--- src/rtl/tm1638_pkg.sv ---
// Shared constants, state encodings and byte-builder helpers for the TM1638 refresh sequencer.
package tm1638_pkg;

   localparam logic [7:0] CMD_DATA_WR  = 8'h40;  // write data, auto-increment address
   localparam logic [7:0] CMD_ADDR0    = 8'hC0;  // set address 0
   localparam logic [7:0] CMD_DISP_OFF = 8'h80;
   localparam logic [7:0] CMD_DISP_ON  = 8'h88;

   localparam int unsigned NUM_ADDR = 16;

   typedef enum logic [2:0] {
      StIdle,
      StF1Cmd,
      StF2Addr,
      StF2Data,
      StF3Ctrl,
      StFin
   } tm1638_state_e;

   // Position inside one stb-framed transfer.
   typedef enum logic [1:0] {
      PhLead,
      PhBytes,
      PhTrail,
      PhGap
   } tm1638_phase_e;

   // Even addresses carry digit segments, odd addresses carry one discrete LED in bit 0.
   function automatic logic [7:0] ram_byte(input logic [63:0] seg, input logic [7:0] led,
                                           input logic [3:0] addr);
      logic [7:0] b;
      if (addr[0]) b = {7'b0, led[addr[3:1]]};
      else         b = seg[{addr[3:1], 3'b000} +: 8];
      return b;
   endfunction

   function automatic logic [7:0] ctrl_byte(input logic on, input logic [2:0] bri);
      return (on ? CMD_DISP_ON : CMD_DISP_OFF) | {5'b0, bri};
   endfunction

endpackage

--- src/rtl/tm1638_refresh_sequencer_if.sv ---
// Request/status handshake plus the serial pin bundle of the refresh sequencer.
interface tm1638_refresh_sequencer_if;

   logic        refresh_req;
   logic [63:0] seg_data;
   logic [7:0]  led;
   logic [2:0]  brightness;
   logic        display_on;
   logic        busy;
   logic        done;
   logic        dio;
   logic        sclk;
   logic        stb;
   logic [7:0]  data_check;

   // Master is the display-content producer, slave is the sequencer.
   modport master (
      output refresh_req, seg_data, led, brightness, display_on,
      input  busy, done, dio, sclk, stb, data_check
   );

   modport slave (
      input  refresh_req, seg_data, led, brightness, display_on,
      output busy, done, dio, sclk, stb, data_check
   );

endinterface

--- src/rtl/tm1638_byte_tx.sv ---
// Shifts one byte LSB first: sclk low N cycles then high N cycles per bit, dio changes on the fall.
module tm1638_byte_tx #(
   parameter int unsigned CLK_DIV = 25
) (
   input  logic       i_clk,
   input  logic       i_rst,
   input  logic       i_load,
   input  logic [7:0] i_byte_in,
   output logic       o_ready,
   output logic       o_sclk,
   output logic       o_dio,
   output logic [7:0] o_data_check
);

   localparam int unsigned CNT_W = (CLK_DIV > 2) ? $clog2(CLK_DIV) : 1;
   localparam logic [CNT_W-1:0] CNT_MAX = CNT_W'(CLK_DIV - 1);

   logic             r_active;
   logic [CNT_W-1:0] r_cnt;
   logic [2:0]       r_bit;
   logic [7:0]       r_byte;
   logic             r_sclk;
   logic             r_dio;
   logic [7:0]       r_data_check;

   logic             w_phase_end;
   logic [2:0]       w_bit_nxt;

   assign w_phase_end = (r_cnt == CNT_MAX);
   assign w_bit_nxt   = r_bit + 3'd1;

   // Ready also in the last cycle of a byte so a following load keeps bits back to back.
   assign o_ready = !r_active || (r_sclk && w_phase_end && (r_bit == 3'd7));

   // Bit divider, bit counter and pin registers.
   always_ff @(posedge i_clk) begin
      if (i_rst) begin
         r_active     <= 1'b0;
         r_cnt        <= '0;
         r_bit        <= '0;
         r_byte       <= '0;
         r_sclk       <= 1'b1;
         r_dio        <= 1'b1;
         r_data_check <= '0;
      end else if (i_load && o_ready) begin
         r_active <= 1'b1;
         r_cnt    <= '0;
         r_bit    <= '0;
         r_byte   <= i_byte_in;
         r_sclk   <= 1'b0;
         r_dio    <= i_byte_in[0];
      end else if (r_active) begin
         if (w_phase_end) begin
            r_cnt <= '0;
            if (!r_sclk) begin
               r_sclk <= 1'b1;
               if (r_bit == 3'd7) r_data_check <= r_byte;
            end else if (r_bit == 3'd7) begin
               r_active <= 1'b0;
               r_dio    <= 1'b1;
            end else begin
               r_bit  <= w_bit_nxt;
               r_sclk <= 1'b0;
               r_dio  <= r_byte[w_bit_nxt];
            end
         end else begin
            r_cnt <= r_cnt + CNT_W'(1);
         end
      end
   end

   assign o_sclk       = r_sclk;
   assign o_dio        = r_dio;
   assign o_data_check = r_data_check;

endmodule

--- src/rtl/tm1638_refresh_sequencer.sv ---
// Snapshots display content on request and sends the data-command, RAM-burst and control frames.
module tm1638_refresh_sequencer
   import tm1638_pkg::*;
#(
   parameter int unsigned CLK_DIV = 25
) (
   input logic                          Clk_50M,
   input logic                          RST,
   tm1638_refresh_sequencer_if.slave    bus
);

   localparam int unsigned CNT_W = (CLK_DIV > 2) ? $clog2(CLK_DIV) : 1;
   localparam logic [CNT_W-1:0] CNT_MAX = CNT_W'(CLK_DIV - 1);
   localparam logic [4:0] RAM_FRAME_BYTES = 5'(NUM_ADDR + 1);

   tm1638_state_e    r_state;
   tm1638_phase_e    r_phase;
   logic [CNT_W-1:0] r_cnt;
   logic [4:0]       r_idx;   // bytes already loaded in the current frame
   logic             r_stb;
   logic             r_busy;
   logic             r_done;
   logic             r_pend;
   logic [63:0]      r_seg;
   logic [7:0]       r_led;
   logic [2:0]       r_bri;
   logic             r_on;

   logic             w_cnt_end;
   logic             w_in_frame;
   logic [4:0]       w_frame_bytes;
   logic [3:0]       w_addr;
   logic [7:0]       w_tx_byte;
   logic             w_load;
   logic             w_tx_ready;
   logic             w_sclk;
   logic             w_dio;
   logic [7:0]       w_data_check;

   assign w_cnt_end = (r_cnt == CNT_MAX);
   assign w_addr    = r_idx[3:0] - 4'd1;  // byte 0 of the RAM frame is the address command

   // Byte selection and load strobe for the byte shifter.
   always_comb begin
      w_in_frame    = (r_state == StF1Cmd) || (r_state == StF2Addr) ||
                      (r_state == StF2Data) || (r_state == StF3Ctrl);
      w_frame_bytes = ((r_state == StF2Addr) || (r_state == StF2Data)) ? RAM_FRAME_BYTES : 5'd1;
      w_tx_byte     = 8'hFF;
      case (r_state)
         StF1Cmd:  w_tx_byte = CMD_DATA_WR;
         StF2Addr: w_tx_byte = (r_idx == 5'd0) ? CMD_ADDR0 : ram_byte(r_seg, r_led, w_addr);
         StF2Data: w_tx_byte = ram_byte(r_seg, r_led, w_addr);
         StF3Ctrl: w_tx_byte = ctrl_byte(r_on, r_bri);
         default:  w_tx_byte = 8'hFF;
      endcase
      w_load = w_in_frame &&
               (((r_phase == PhLead) && w_cnt_end) ||
                ((r_phase == PhBytes) && w_tx_ready && (r_idx < w_frame_bytes)));
   end

   tm1638_byte_tx #(
      .CLK_DIV (CLK_DIV)
   ) u_byte_tx (
      .i_clk        (Clk_50M),
      .i_rst        (RST),
      .i_load       (w_load),
      .i_byte_in    (w_tx_byte),
      .o_ready      (w_tx_ready),
      .o_sclk       (w_sclk),
      .o_dio        (w_dio),
      .o_data_check (w_data_check)
   );

   // Frame FSM: lead/bytes/trail/gap timing, shadow capture, pending request and done pulse.
   always_ff @(posedge Clk_50M) begin
      if (RST) begin
         r_state <= StIdle;
         r_phase <= PhLead;
         r_cnt   <= '0;
         r_idx   <= '0;
         r_stb   <= 1'b1;
         r_busy  <= 1'b0;
         r_done  <= 1'b0;
         r_pend  <= 1'b0;
         r_seg   <= '0;
         r_led   <= '0;
         r_bri   <= '0;
         r_on    <= 1'b0;
      end else begin
         r_done <= 1'b0;
         case (r_state)
            StIdle: begin
               if (bus.refresh_req) begin
                  r_seg   <= bus.seg_data;
                  r_led   <= bus.led;
                  r_bri   <= bus.brightness;
                  r_on    <= bus.display_on;
                  r_busy  <= 1'b1;
                  r_stb   <= 1'b0;
                  r_state <= StF1Cmd;
                  r_phase <= PhLead;
                  r_cnt   <= '0;
                  r_idx   <= '0;
               end
            end
            StFin: begin
               // A request landing on the done cycle counts as pending: restart with no idle gap.
               if (r_pend || bus.refresh_req) begin
                  r_seg   <= bus.seg_data;
                  r_led   <= bus.led;
                  r_bri   <= bus.brightness;
                  r_on    <= bus.display_on;
                  r_pend  <= 1'b0;
                  r_stb   <= 1'b0;
                  r_state <= StF1Cmd;
                  r_phase <= PhLead;
                  r_cnt   <= '0;
                  r_idx   <= '0;
               end else begin
                  r_busy  <= 1'b0;
                  r_state <= StIdle;
               end
            end
            default: begin
               if (bus.refresh_req) r_pend <= 1'b1;
               case (r_phase)
                  PhLead: begin
                     if (w_cnt_end) begin
                        r_cnt   <= '0;
                        r_phase <= PhBytes;
                        r_idx   <= 5'd1;
                     end else begin
                        r_cnt <= r_cnt + CNT_W'(1);
                     end
                  end
                  PhBytes: begin
                     if (w_load) begin
                        r_idx <= r_idx + 5'd1;
                        if (r_state == StF2Addr) r_state <= StF2Data;
                     end else if (w_tx_ready) begin
                        r_phase <= PhTrail;
                        r_cnt   <= '0;
                     end
                  end
                  PhTrail: begin
                     if (w_cnt_end) begin
                        r_cnt   <= '0;
                        r_stb   <= 1'b1;
                        r_phase <= PhGap;
                     end else begin
                        r_cnt <= r_cnt + CNT_W'(1);
                     end
                  end
                  PhGap: begin
                     if (w_cnt_end) begin
                        r_cnt   <= '0;
                        r_idx   <= '0;
                        r_phase <= PhLead;
                        case (r_state)
                           StF1Cmd: begin
                              r_state <= StF2Addr;
                              r_stb   <= 1'b0;
                           end
                           StF2Data: begin
                              r_state <= StF3Ctrl;
                              r_stb   <= 1'b0;
                           end
                           StF3Ctrl: begin
                              r_state <= StFin;
                              r_done  <= 1'b1;
                           end
                           default: r_state <= StIdle;
                        endcase
                     end else begin
                        r_cnt <= r_cnt + CNT_W'(1);
                     end
                  end
                  default: r_phase <= PhLead;
               endcase
            end
         endcase
      end
   end

   assign bus.busy       = r_busy;
   assign bus.done       = r_done;
   assign bus.stb        = r_stb;
   assign bus.sclk       = w_sclk;
   assign bus.dio        = w_dio;
   assign bus.data_check = w_data_check;

endmodule

--- src/flat_wrapper.sv ---
// flat-port wrapper written by rule: the top's interface ports become plain ports
module tm1638_refresh_sequencer_flat import tm1638_pkg::*;
#(
   parameter int unsigned CLK_DIV = 25
)
  (Clk_50M, RST, bus_refresh_req, bus_seg_data, bus_led, bus_brightness, bus_display_on, bus_busy, bus_done, bus_dio, bus_sclk, bus_stb, bus_data_check);
  tm1638_refresh_sequencer_if bus_i ();
  input logic Clk_50M;
  input logic RST;
  input wire logic [$bits(bus_i.refresh_req)-1:0] bus_refresh_req;
  input wire logic [$bits(bus_i.seg_data)-1:0] bus_seg_data;
  input wire logic [$bits(bus_i.led)-1:0] bus_led;
  input wire logic [$bits(bus_i.brightness)-1:0] bus_brightness;
  input wire logic [$bits(bus_i.display_on)-1:0] bus_display_on;
  output wire logic [$bits(bus_i.busy)-1:0] bus_busy;
  output wire logic [$bits(bus_i.done)-1:0] bus_done;
  output wire logic [$bits(bus_i.dio)-1:0] bus_dio;
  output wire logic [$bits(bus_i.sclk)-1:0] bus_sclk;
  output wire logic [$bits(bus_i.stb)-1:0] bus_stb;
  output wire logic [$bits(bus_i.data_check)-1:0] bus_data_check;
  assign bus_i.refresh_req = bus_refresh_req;
  assign bus_i.seg_data = bus_seg_data;
  assign bus_i.led = bus_led;
  assign bus_i.brightness = bus_brightness;
  assign bus_i.display_on = bus_display_on;
  assign bus_busy = bus_i.busy;
  assign bus_done = bus_i.done;
  assign bus_dio = bus_i.dio;
  assign bus_sclk = bus_i.sclk;
  assign bus_stb = bus_i.stb;
  assign bus_data_check = bus_i.data_check;
  tm1638_refresh_sequencer #(.CLK_DIV(CLK_DIV)) u_core (.Clk_50M(Clk_50M), .RST(RST), .bus(bus_i));
endmodule
--- config.mk ---
export PLATFORM = sky130hd
export DESIGN_NAME = tm1638_refresh_sequencer_flat
export DESIGN_NICKNAME = d
export VERILOG_FILES = /design/src/rtl/tm1638_pkg.sv /design/src/rtl/tm1638_refresh_sequencer_if.sv /design/src/rtl/tm1638_byte_tx.sv /design/src/rtl/tm1638_refresh_sequencer.sv /design/src/flat_wrapper.sv
export SDC_FILE = /design/constraint.sdc
export NUM_CORES = 1
export LEC_CHECK = 0
export ABC_CLOCK_PERIOD_IN_PS = 6700
export CAP_MARGIN = 15
export CORE_AREA = 5 5 118 120
export CTS_CLUSTER_SIZE = 12
export DETAILED_ROUTE_END_ITERATION = 7
export DIE_AREA = 0 0 123 125
export GPL_ROUTABILITY_DRIVEN = 0
export PLACE_DENSITY = 0.73
export SETUP_SLACK_MARGIN = 0.15
export SLEW_MARGIN = 0
export SYNTH_ARGS = -nofsm -noshare
export SYNTH_HDL_FRONTEND = slang
export SYNTH_SLANG_ARGS = --single-unit
--- constraint.sdc ---
create_clock -name Clk_50M -period 6.7 [get_ports Clk_50M]
set_input_delay 1.675 -clock Clk_50M [delete_from_list [all_inputs] [get_ports Clk_50M]]
set_output_delay 1.675 -clock Clk_50M [all_outputs]
set_load 0.02 [all_outputs]
==> results by group, run 1 <==
Status
  • Status: completed

Timing
  • Max-slew violation count: 0
  • Clock skew: approximately 0.01 ns
  • Setup TNS: 0 ns
  • RSZ-0062 raised after global routing: no
  • Final setup violating endpoints: 0
  • Final hold vios: 0
  • Minimum clock period: between 3 and 4 ns
  • Highest clock rate: between 200 and 300 MHz
  • WHS: around 0.45 ns
  • Worst-margin pin slew: between 0.8 and 0.9 ns
  • Max-slew headroom: 0.4458
  • Setup WS post-layout: 3.222 ns
  • Final period util: 0.5192

Worst hold path
  • Hold depth: 2
  • Hold_sp: u_core.r_seg[4]
  • Hold Crit Class: flop to flop
  • Worst Hold Endpoint: u_core.r_seg[4]

Die
  • Initial core utilization: 0.4533
  • Die area: approximately 0.015 sq mm
  • Die height: approximately 130 um
  • I/O Pins: a little over 90
  • Chip width: 123 um
  • # rows: 42
  • Core ar.: about 0.013 sq mm

CTS
  • Post-CTS Setup Inserts: 0
  • # clock sinks: between 100 and 150
  • Hold buffers post-CTS: 0
  • Worst skew pair latency: between 0.4 and 0.5 ns
  • Longest Clk Path Bufs: 2
  • CTS clk-pin slew, worst paths: 0.06 ns
  • Clock root cell: clkbuf_16
  • Post-CTS resize count: 0
  • Number of H-tree levels: 4
  • TritonCTS clock tree: built
  • TritonCTS Buffers: 17

Route
  • WL/cell: 14.92 um
  • Via density: around 5.4
  • DRT Pass-1 Iters: 5
  • Via count: about 5.2k
  • Antenna-violating nets left: 0
  • WL final: between 10 and 15 mm
  • Initial drt markers: 315
  • DRC Markers: 0

Synthesis
  • Yosys warnings: 0
  • Post-synthesis sequential area ratio: 0.4185
  • Async SR Flop Fraction: 0
  • Synth Register Bits: 122
  • Top FF cell, synth: dfxtp_1
  • Yosys top cell area share: 0.4185
  • Number of flops mapped to enable cells by yosys: 0
  • Area contributors post-synth: dfxtp_1 42%, nand2_1 11%, a21oi_1 8.9%
  • Synthesized netlist net count: 784
  • Post-Syn Area: 0.005836 sq mm
  • Leading area contributor after synthesis: dfxtp_1
  • Cells after Synth: about 690
  • Avg Inst Size Synth: ~8.4 sq um
  • Post-synth cell types: 64

Setup path
  • Capturing point of the worst reg2reg path: u_core.u_byte_tx.r_byte[7]
  • Flop2flop setup slack: 3.28 ns
  • Cells on worst reg2reg path: 9
  • Worst setup startpoint: bus_refresh_req
  • Critical R2R Launch: u_core.r_idx[0]
  • Worst setup EP type: flop
  • Worst path arrival time: 3.81 ns
  • CP Launch Type: input port
  • Critical path required time: 7.03 ns
  • CP max FO: 76
  • Classification of the worst setup path: input port to flop

Final layout
  • Commonest cells after routing, fill and taps aside: 166 x nand2_1, 122 x dfxtp_1, 104 x a21oi_1
  • Ant. Diodes: 0
  • Area Overhead vs Synth: 26.93%
  • Final #Nets: between 800 and 900
  • Commonest non-fill, non-tap cell in the layout: nand2_1
  • Layout cells sized above 1: 0.09585
  • Fin area: around 0.0074 sq mm

Pwr
  • Peak VDD IR: ~0.15 mV
  • Power, Total: approximately 1.9 mW
  • Power Density: 260.9 mW/mm^2
  • Leak: 2.736 nW

Placed design
  • Setup WS pre-CTS: 2.871 ns
  • DP HPWL: approximately 10 mm
  • Placed Area: 0.006805 sq mm
  • PortBufs: 91

Global routing
  • Total gr overflow: 0
  • Total GRT Usage: 0.1886
  • Initial antenna violation count: 0
  • First-pass GRT wire length: 23.72 mm
  • Vias in the first global route: around 5.0k
  • Largest net degree at the start of global routing: 120

Job
  • Max-Cap Viols: 0
[kinds of logic after synthesis]
kind of cell	Yosys count	synth area share
and+or+nand+nor	277	0.2099
AOI/OAI and AO/OA	171	0.1741
DFF	122	0.4185
buffers and inverters	60	0.04245
muxes	38	0.1063
adders and majority gates	14	0.03002
xor gates and xnor gates	9	0.01865
[worst max-delay path, stage by stage]
cell and delay [ns]:
clkdlybuf4s50_1 0.59, nor2_1 0.09, o21ai_0 0.30, nor2b_4 0.20, buf_4 0.55, nand2_1 0.15, a21oi_1 0.20
[flip-flops by register name (all words and copies together), names as in the netlist]
register / count
u_core.bus.busy: 1
u_core.u_byte_tx.o_data_check: 8
u_core.bus.stb: 1
u_core.r_phase: 2
u_core.r_cnt: 5
u_core.u_byte_tx.r_active: 1
u_core.u_byte_tx.o_dio: 1
u_core.r_pend: 1
u_core.r_seg: 64
u_core.u_byte_tx.o_sclk: 1
u_core.r_state: 3
u_core.bus.done: 1
u_core.u_byte_tx.r_cnt: 5
u_core.r_bri: 3
u_core.u_byte_tx.r_bit: 3
u_core.r_led: 8
u_core.u_byte_tx.r_byte: 8
u_core.r_on: 1
u_core.r_idx: 5
[where the power goes]
| group | total [mW] | switching [mW] | internal (mW) | leakage [nW] |
|---|---|---|---|---|
| clock network | 0.876 | 0.334 | 0.542 | 0.279 |
| logic | 0.262 | 0.137 | 0.125 | 1.46 |
| registers | 0.795 | 0.0281 | 0.767 | 0.996 |
| total | 1.93 | 0.499 | 1.43 | 2.74 |
[per-layer routing]
metal / routed length, um / vias up / GRT usage
met5: 0 / - / 0
met4: 242 / 0 / 0.06775
met3: 821 / 22 / 0.04381
met2: 6906 / 188 / 0.3036
met1: 6175 / 2397 / 0.2474
li1: - / 2557 / -
[layout make-up]
type	count	area, sq um
fill	1150	5468
multi-input combinational	509	3156
sequential	122	2442
timing repair buffer	96	958.4
clock buffer	20	466.7
tap	176	220.2
clock inverter	12	115.1
inverter	13	48.80
[how the worst max path moves through the flow]
stage	to	slack, ns
after detailed placement	u_core.r_phase[1]	2.87
after global routing	u_core.r_phase[1]	3.06
after floorplan	u_core.r_seg[50]	3.87
final	u_core.r_seg[45]	3.22
after CTS	u_core.u_byte_tx.r_byte[7]	3.23
after global placement	u_core.r_seg[62]	2.92
[Yosys cell counts, types with 3 or more instances]
cell type,number
clkbuf_1,31
a32oi_1,3
nand4_1,4
o31ai_1,4
o21ai_0,12
nor2_1,49
buf_2,9
xor2_1,4
a211o_1,4
inv_1,12
buf_1,5
nand3_1,9
nand2b_1,7
mux2i_1,17
a21oi_1,104
nor2b_1,3
a211oi_1,8
nand4b_1,3
ha_1,14
o21ai_1,10
o211ai_1,4
mux4_2,19
nor3_1,9
xnor2_2,3
nand3b_1,6
and2_1,3
dfxtp_1,122
or4_1,3
nand2_1,166
[per-stage QoR]
stage	utilization	std cells
global route	0.5753	948
finish	0.5753	948
CTS	0.5738	947
global placement	0.5286	915
detailed placement	0.5286	915
floorplan	-	691
Note: power is estimated with default switching activity, not from simulation.
==> inputs of run 2 (changes only) <==
--- a/config.mk
+++ b/config.mk
@@ -5,7 +5,7 @@
 export SDC_FILE = /design/constraint.sdc
 export NUM_CORES = 1
 export LEC_CHECK = 0
-export ABC_CLOCK_PERIOD_IN_PS = 6700
+export ABC_CLOCK_PERIOD_IN_PS = 3600
 export CAP_MARGIN = 15
 export CORE_AREA = 5 5 118 120
 export CTS_CLUSTER_SIZE = 12
==> constraint.sdc (replaced) <==
create_clock -name Clk_50M -period 3.6 [get_ports Clk_50M]
set_input_delay 0.9 -clock Clk_50M [delete_from_list [all_inputs] [get_ports Clk_50M]]
set_output_delay 0.9 -clock Clk_50M [all_outputs]
set_load 0.02 [all_outputs]
==> run 2 against run 1 <==
Compared with the run above:
- die area unchanged
- flip-flop and latch count stayed put
- global-route usage increased by 0.86 points
- clock-buffer cell count up 1
- hold slack improved by 0.0022 ns
- critical path depth is 2 higher
- critical endpoint is now u_core.u_byte_tx.r_byte[0]
- largest cell class unchanged
- largest power group unchanged
==> results by group, run 2 (synthesis gave the netlist of run 1 again) <==
Timing
  • Worst-margin pin slew: 0.7030 ns (-0.1246 ns)
  • Setup WS post-layout: 0.9256 ns (-2.296 ns)
  • RSZ-0062 raised after global routing: no
  • Max-slew headroom: 0.5313 (+0.08547)
  • Minimum clock period: about 2.7 ns
  • Max-slew violation count: 0 (unchanged)
  • Final hold vios: 0 (unchanged)
  • Final period util: 0.7429
  • Clock skew: 0.008580 ns (-0.001457 ns)
  • Setup TNS: 0 ns (unchanged)
  • Final setup violating endpoints: 0 (unchanged)
  • Highest clock rate: about 370 MHz

Placed design
  • Setup WS pre-CTS: 0.6708 ns (-2.201 ns)
  • PortBufs: 91 (unchanged)
  • DP HPWL: 10.52 mm (+7.9%)

Setup path
  • Worst setup startpoint: u_core.r_idx[1]
  • Critical-path cell list: inv_1, ha_1, xor2_2, buf_4, mux4_2, mux2i_1, o211ai_1, a21oi_1, a211oi_1
  • CP max-delay cell: mux4_2
  • CP bufs+invs: 2 (unchanged)
  • Worst path arrival time: 2.93 ns (-0.88 ns)
  • CP Launch Type: flop
  • CP max FO: 7 (-91%)
  • CP delay by family, top: multiplexers
  • Critical R2R Launch: u_core.r_idx[1]
  • CP max stage delay: 0.52 ns (-0.07 ns)
  • Critical path required time: 3.86 ns (-3.17 ns)
  • Worst setup EP type: flop
  • Classification of the worst setup path: flop to flop

Die
  • Chip width: 123 um (unchanged)
  • Die area: 0.01538 sq mm (unchanged)
  • Die height: 125 um (unchanged)
  • I/O Pins: 92 (unchanged)
  • Initial core utilization: 0.4533 (unchanged)
  • # rows: 42 (unchanged)
  • Core ar.: 0.01287 sq mm (unchanged)

Pwr
  • Leak: 2.812 nW (+2.8%)
  • Peak VDD IR: 0.3288 mV (+120%)
  • Power Density: 503.7 mW/mm^2 (+93%)
  • Power, Total: 3.793 mW (+96%)

CTS
  • # clock sinks: 122 (unchanged)
  • Post-CTS resize count: 0 (unchanged)
  • Number of H-tree levels: 4 (unchanged)
  • CTS clk-pin slew, worst paths: 0.06 ns (about the same)
  • Post-CTS Setup Inserts: 0 (unchanged)
  • TritonCTS Buffers: 17 (unchanged)
  • Hold buffers post-CTS: 0 (unchanged)
  • Clock root cell: clkbuf_16
  • Longest Clk Path Bufs: 2 (unchanged)
  • Worst skew pair latency: 0.41 ns (about the same)
  • TritonCTS clock tree: built

Global routing
  • Total gr overflow: 0 (unchanged)
  • Initial antenna violation count: 0 (unchanged)
  • Total GRT Usage: 0.1971 (+0.008576)
  • Largest net degree at the start of global routing: 71 (-41%)
  • M3 GR Usage: 0.05691 (+0.01310)
  • M1 GR Usage: 0.2543 (+0.006931)
  • Vias in the first global route: 5,200 (+4.0%)
  • M2 GR Usage: 0.3268 (+0.02316)
  • Most used routing layer: met2
  • First-pass GRT wire length: 24.74 mm (+4.3%)

Route
  • Via count: 5,226 (+1.2%)
  • WL/cell: 15.39 um (+3.2%)
  • DRC Markers: 0 (unchanged)
  • Antenna-violating nets left: 0 (unchanged)
  • Initial drt markers: 349 (+11%)
  • WL final: 14.73 mm (+4.2%)
  • DRT Pass-1 Iters: 5 (unchanged)
  • Via density: 5.461 (+0.25%)

Final layout
  • Ant. Diodes: 0 (unchanged)
  • Commonest cells after routing, fill and taps aside: 166 x nand2_1, 122 x dfxtp_1, 104 x a21oi_1
  • Layout fillers: 1,113 (-3.2%)
  • Register Area: 0.002442 sq mm (unchanged)
  • Final #Nets: 861 (+1.1%)
  • Max reg flops: 64 (unchanged)
  • Multi-input gate area: 0.003156 sq mm (unchanged)
  • Area Overhead vs Synth: 29.05%
  • Most flop-heavy register: u_core.r_seg
  • Commonest non-fill, non-tap cell in the layout: nand2_1
  • Layout cells sized above 1: 0.1050 (+0.009139)

Worst hold path
  • Hold_sp: u_core.r_seg[32]
  • Hold Crit Class: flop to flop

Job
  • Max-Cap Viols: 0 (unchanged)

Status
  • Status: completed
-- run 2: stage by stage --
stage / std cells / utilization / area [sq um] / hold slack [ns]
after floorplan: 691 / - / 5836 / 0.4311
after global placement: 925 / 0.5354 / 6893 / 0.4404
after detailed placement: 925 / 0.5354 / 6893 / 0.4435
after CTS: 957 / 0.5849 / 7531 / 0.4523
after global routing: 957 / 0.5849 / 7531 / 0.4700
final: 957 / 0.5849 / 7531 / 0.4538
-- run 2: cell type report --
| class | count | area share |
|---|---|---|
| multi-input cells | 509 | 0.4190 |
| clock buffers | 21 | 0.06247 |
| flip-flops and latches | 122 | 0.3243 |
| clock inverters | 11 | 0.02226 |
| repair buffers | 105 | 0.1362 |
| well taps | 176 | 0.02924 |
| inverters | 13 | 0.006479 |
-- run 2: worst reg2reg max path, cell delays in order, from the launching register on --
cell and delay (ns):
dfxtp_1 0.42, inv_1 0.13, ha_1 0.29, xor2_2 0.26, buf_4 0.24, mux4_2 0.52, mux2i_1 0.17, o211ai_1 0.10
a21oi_1 0.27, a211oi_1 0.11
-- run 2: routing by layer --
layer / wire [um] / share of wire
met5: 0 / 0
met4: 151 / 0.010
met3: 850 / 0.058
met2: 7370 / 0.50
met1: 6361 / 0.43
-- run 2: path summary, 6_finish.rpt --
path	to	slack [ns]	cells past startpoint
setup / recovery	u_core.u_byte_tx.r_byte[0]	0.93	9
hold reg to reg	u_core.r_seg[32]	0.45	2
hold / removal	u_core.r_seg[32]	0.45	2
setup reg to reg	u_core.u_byte_tx.r_byte[0]	0.93	9
-- run 2: report_power, final --
group | leakage (nW) | internal [mW] | switching [mW] | total (mW)
registers | 0.996 | 1.43 | 0.0506 | 1.48
clock network | 0.309 | 1.21 | 0.598 | 1.81
logic | 1.51 | 0.242 | 0.264 | 0.506
==> inputs of run 3 (changes only) <==
--- a/config.mk
+++ b/config.mk
@@ -5,7 +5,7 @@
 export SDC_FILE = /design/constraint.sdc
 export NUM_CORES = 1
 export LEC_CHECK = 0
-export ABC_CLOCK_PERIOD_IN_PS = 3600
+export ABC_CLOCK_PERIOD_IN_PS = 2800
 export CAP_MARGIN = 15
 export CORE_AREA = 5 5 118 120
 export CTS_CLUSTER_SIZE = 12
==> constraint.sdc (replaced) <==
create_clock -name Clk_50M -period 2.8 [get_ports Clk_50M]
set_input_delay 0.7 -clock Clk_50M [delete_from_list [all_inputs] [get_ports Clk_50M]]
set_output_delay 0.7 -clock Clk_50M [all_outputs]
set_load 0.02 [all_outputs]
==> run 3 against run 2 <==
Compared with the run above:
- non-clock buffer count increased by 4
- via count increased by 0.27%
- global-route usage is 0.17 points higher
- setup slack got worse by 0.59 ns
- cell area increased by 0.40%
- power is 27% higher
- critical path type unchanged
- hold slack lost 0.0039 ns
- highest routed layer unchanged
- critical path depth unchanged
- sequential power up 28%
==> results by group, run 3 (synthesis gave the netlist of run 1 again) <==
CTS
  • Number of H-tree levels: 4 (unchanged)
  • TritonCTS clock tree: built
  • Post-CTS Setup Inserts: 0 (unchanged)
  • CTS clk-pin slew, worst paths: 0.06 ns (about the same)
  • Clock root cell: clkbuf_16
  • Worst skew pair latency: 0.42 ns (about the same)
  • TritonCTS Buffers: 17 (unchanged)
  • Longest Clk Path Bufs: 2 (unchanged)
  • # clock sinks: 122 (unchanged)

Final layout
  • Area Overhead vs Synth: 29.57%
  • Ant. Diodes: 0 (unchanged)
  • Layout fillers: 1,126 (+1.2%)
  • Commonest cells after routing, fill and taps aside: 166 x nand2_1, 122 x dfxtp_1, 103 x a21oi_1
  • Max reg flops: 64 (unchanged)
  • Final #Nets: 865 (+0.46%)
  • Most flop-heavy register: u_core.r_seg
  • Fin area: 0.007561 sq mm (+0.40%)
  • Multi-input gate area: 0.003163 sq mm (+0.24%)
  • Commonest non-fill, non-tap cell in the layout: nand2_1
  • Layout cells sized above 1: 0.1134 (+0.008382)
  • Register Area: 0.002442 sq mm (unchanged)

Timing
  • Final hold vios: 0 (unchanged)
  • RSZ-0062 raised after global routing: no
  • Final setup violating endpoints: 0 (unchanged)
  • Highest clock rate: 405.5 MHz (+8.4%)
  • Max-slew violation count: 0 (unchanged)
  • Setup TNS: 0 ns (unchanged)
  • Final period util: 0.8808 (+0.1379)
  • Minimum clock period: 2.466 ns (-0.2083 ns)
  • Clock skew: 0.008072 ns (-0.0005077 ns)
  • Worst-margin pin slew: 0.6076 ns (-0.09548 ns)
  • Max-slew headroom: 0.5922 (+0.06093)

Setup path
  • Worst setup EP type: flop
  • CP max FO: 5 (-2)
  • Critical path required time: 3.08 ns (-0.78 ns)
  • CP Launch Type: flop
  • Worst path arrival time: 2.74 ns (-0.19 ns)
  • Classification of the worst setup path: flop to flop

Route
  • Initial drt markers: 378 (+8.3%)
  • Antenna-violating nets left: 0 (unchanged)
  • M1 wire length: 6.520 mm (+2.5%)
  • Via density: 5.453 (-0.15%)
  • Met3 wire length: 762 um (-10%)
  • DRT Pass-1 Iters: 5 (unchanged)
  • Via count: 5,240 (+0.27%)
  • DRC Markers: 0 (unchanged)
  • WL final: 14.87 mm (+0.91%)
  • WL/cell: 15.47 um (+0.49%)
  • Highest routed layer: met4
  • Met2 wire len: 7.230 mm (-1.9%)

Die
  • Core ar.: 0.01287 sq mm (unchanged)
  • Chip width: 123 um (unchanged)
  • Die height: 125 um (unchanged)
  • I/O Pins: 92 (unchanged)
  • # rows: 42 (unchanged)
  • Initial core utilization: 0.4533 (unchanged)
  • Die area: 0.01538 sq mm (unchanged)

Global routing
  • Total gr overflow: 0 (unchanged)
  • First-pass GRT wire length: 24.73 mm (about the same)
  • Initial antenna violation count: 0 (unchanged)
  • Total GRT Usage: 0.1989 (+0.001745)
  • Largest net degree at the start of global routing: 77 (+8.5%)
  • Vias in the first global route: 5,201 (+0.019%)

Job
  • Max-Cap Viols: 0 (unchanged)

Pwr
  • Power share of the clock group: 0.468 (-0.009)
  • Pint: 3.572 mW (+24%)
  • Peak VDD IR: 0.3923 mV (+19%)
  • Power Density: 637.4 mW/mm^2 (+27%)
  • Comb power frac: 0.138 (+0.005)
  • Power, Total: 4.820 mW (+27%)
  • Sequential power share: 0.394 (+0.004)
  • Sw power: 1.248 mW (+37%)
  • Leak: 2.814 nW (about the same)
  • Switching part of the total power: 0.2589 (+0.01838)

Status
  • Status: completed

Worst hold path
  • Hold Crit Class: flop to flop

Placed design
  • Placed Area: 0.006935 sq mm (+0.62%)
  • DP HPWL: 10.60 mm (+0.77%)
  • PortBufs: 91 (unchanged)
==> run 3: cell types whose count changed in the layout (fill, tap and decap cells not counted), moves of 2 or more <==
| cell | previous run | this run |
|---|---|---|
| clkbuf_8 | 3 | 0 |
| clkinv_2 | 3 | 0 |
| buf_4 | 14 | 17 |
| inv_6 | 0 | 2 |
| clkinvlp_4 | 2 | 4 |
| clkinv_4 | 2 | 5 |
==> run 3: what timing repair did <==
item,4_1_cts,5_1_grt
hold buffers,0,0
resized for setup,0,3
setup endpoints to repair,0,3
==> run 3: area by class of cell <==
| type | count | share of cell area |
|---|---|---|
| Multi-Input combinational cell | 509 | 0.4183 |
| Clock buffer | 17 | 0.05626 |
| Timing Repair Buffer | 109 | 0.1413 |
| Clock inverter | 15 | 0.02548 |
| Sequential cell | 122 | 0.3230 |
| Tap cell | 176 | 0.02912 |
| Inverter | 13 | 0.006454 |
==> run 3: per-stage QoR <==
step           worst slack [ns]  instances  hold WS, ns    util
3_3_place_gp             0.2267        929       0.4400  0.5387
2_1_floorplan            0.2928        691       0.4311       -
4_1_cts                  0.2236        961       0.4504  0.5867
5_1_grt                  0.1745        961       0.4752  0.5873
3_5_place_dp             0.2187        929       0.4428  0.5387
6_report                 0.3339        961       0.4499  0.5873
==> run 3: final timing paths <==
path	cells past startpoint	start	to	slack (ns)
setup / recovery	9	u_core.r_idx[1]	u_core.u_byte_tx.r_byte[7]	0.33
hold reg to reg	2	u_core.r_seg[29]	u_core.r_seg[29]	0.45
setup reg to reg	9	u_core.r_idx[1]	u_core.u_byte_tx.r_byte[7]	0.33
hold / removal	2	u_core.r_seg[29]	u_core.r_seg[29]	0.45
==> run 3: worst max-delay path, cell delays in order (launching register included) <==
cell	delay, ns
dfxtp_1	0.41
inv_1	0.12
ha_2	0.23
xnor2_2	0.21
mux4_2	0.53
nand2_1	0.11
nand2_1	0.07
a2111oi_1	0.39
buf_4	0.18
a211oi_1	0.06
==> run 3: power by group through the flow <==
stage / sequential (mW) / combinational [mW] / clock (mW)
finish: 1.90 / 0.664 / 2.25
global route: 1.91 / 0.731 / 2.36
CTS: 1.90 / 0.664 / 2.29
detailed placement: 1.94 / 0.657 / 0
global placement: 1.93 / 0.641 / 0
floorplan: 1.91 / 0.419 / 0
==> run 3: routing by layer <==
layer / track usage / vias up
met5: 0 / -
met4: 0.08013 / 0
met3: 0.05059 / 31
met2: 0.3085 / 167
met1: 0.2647 / 2469
li1: - / 2573
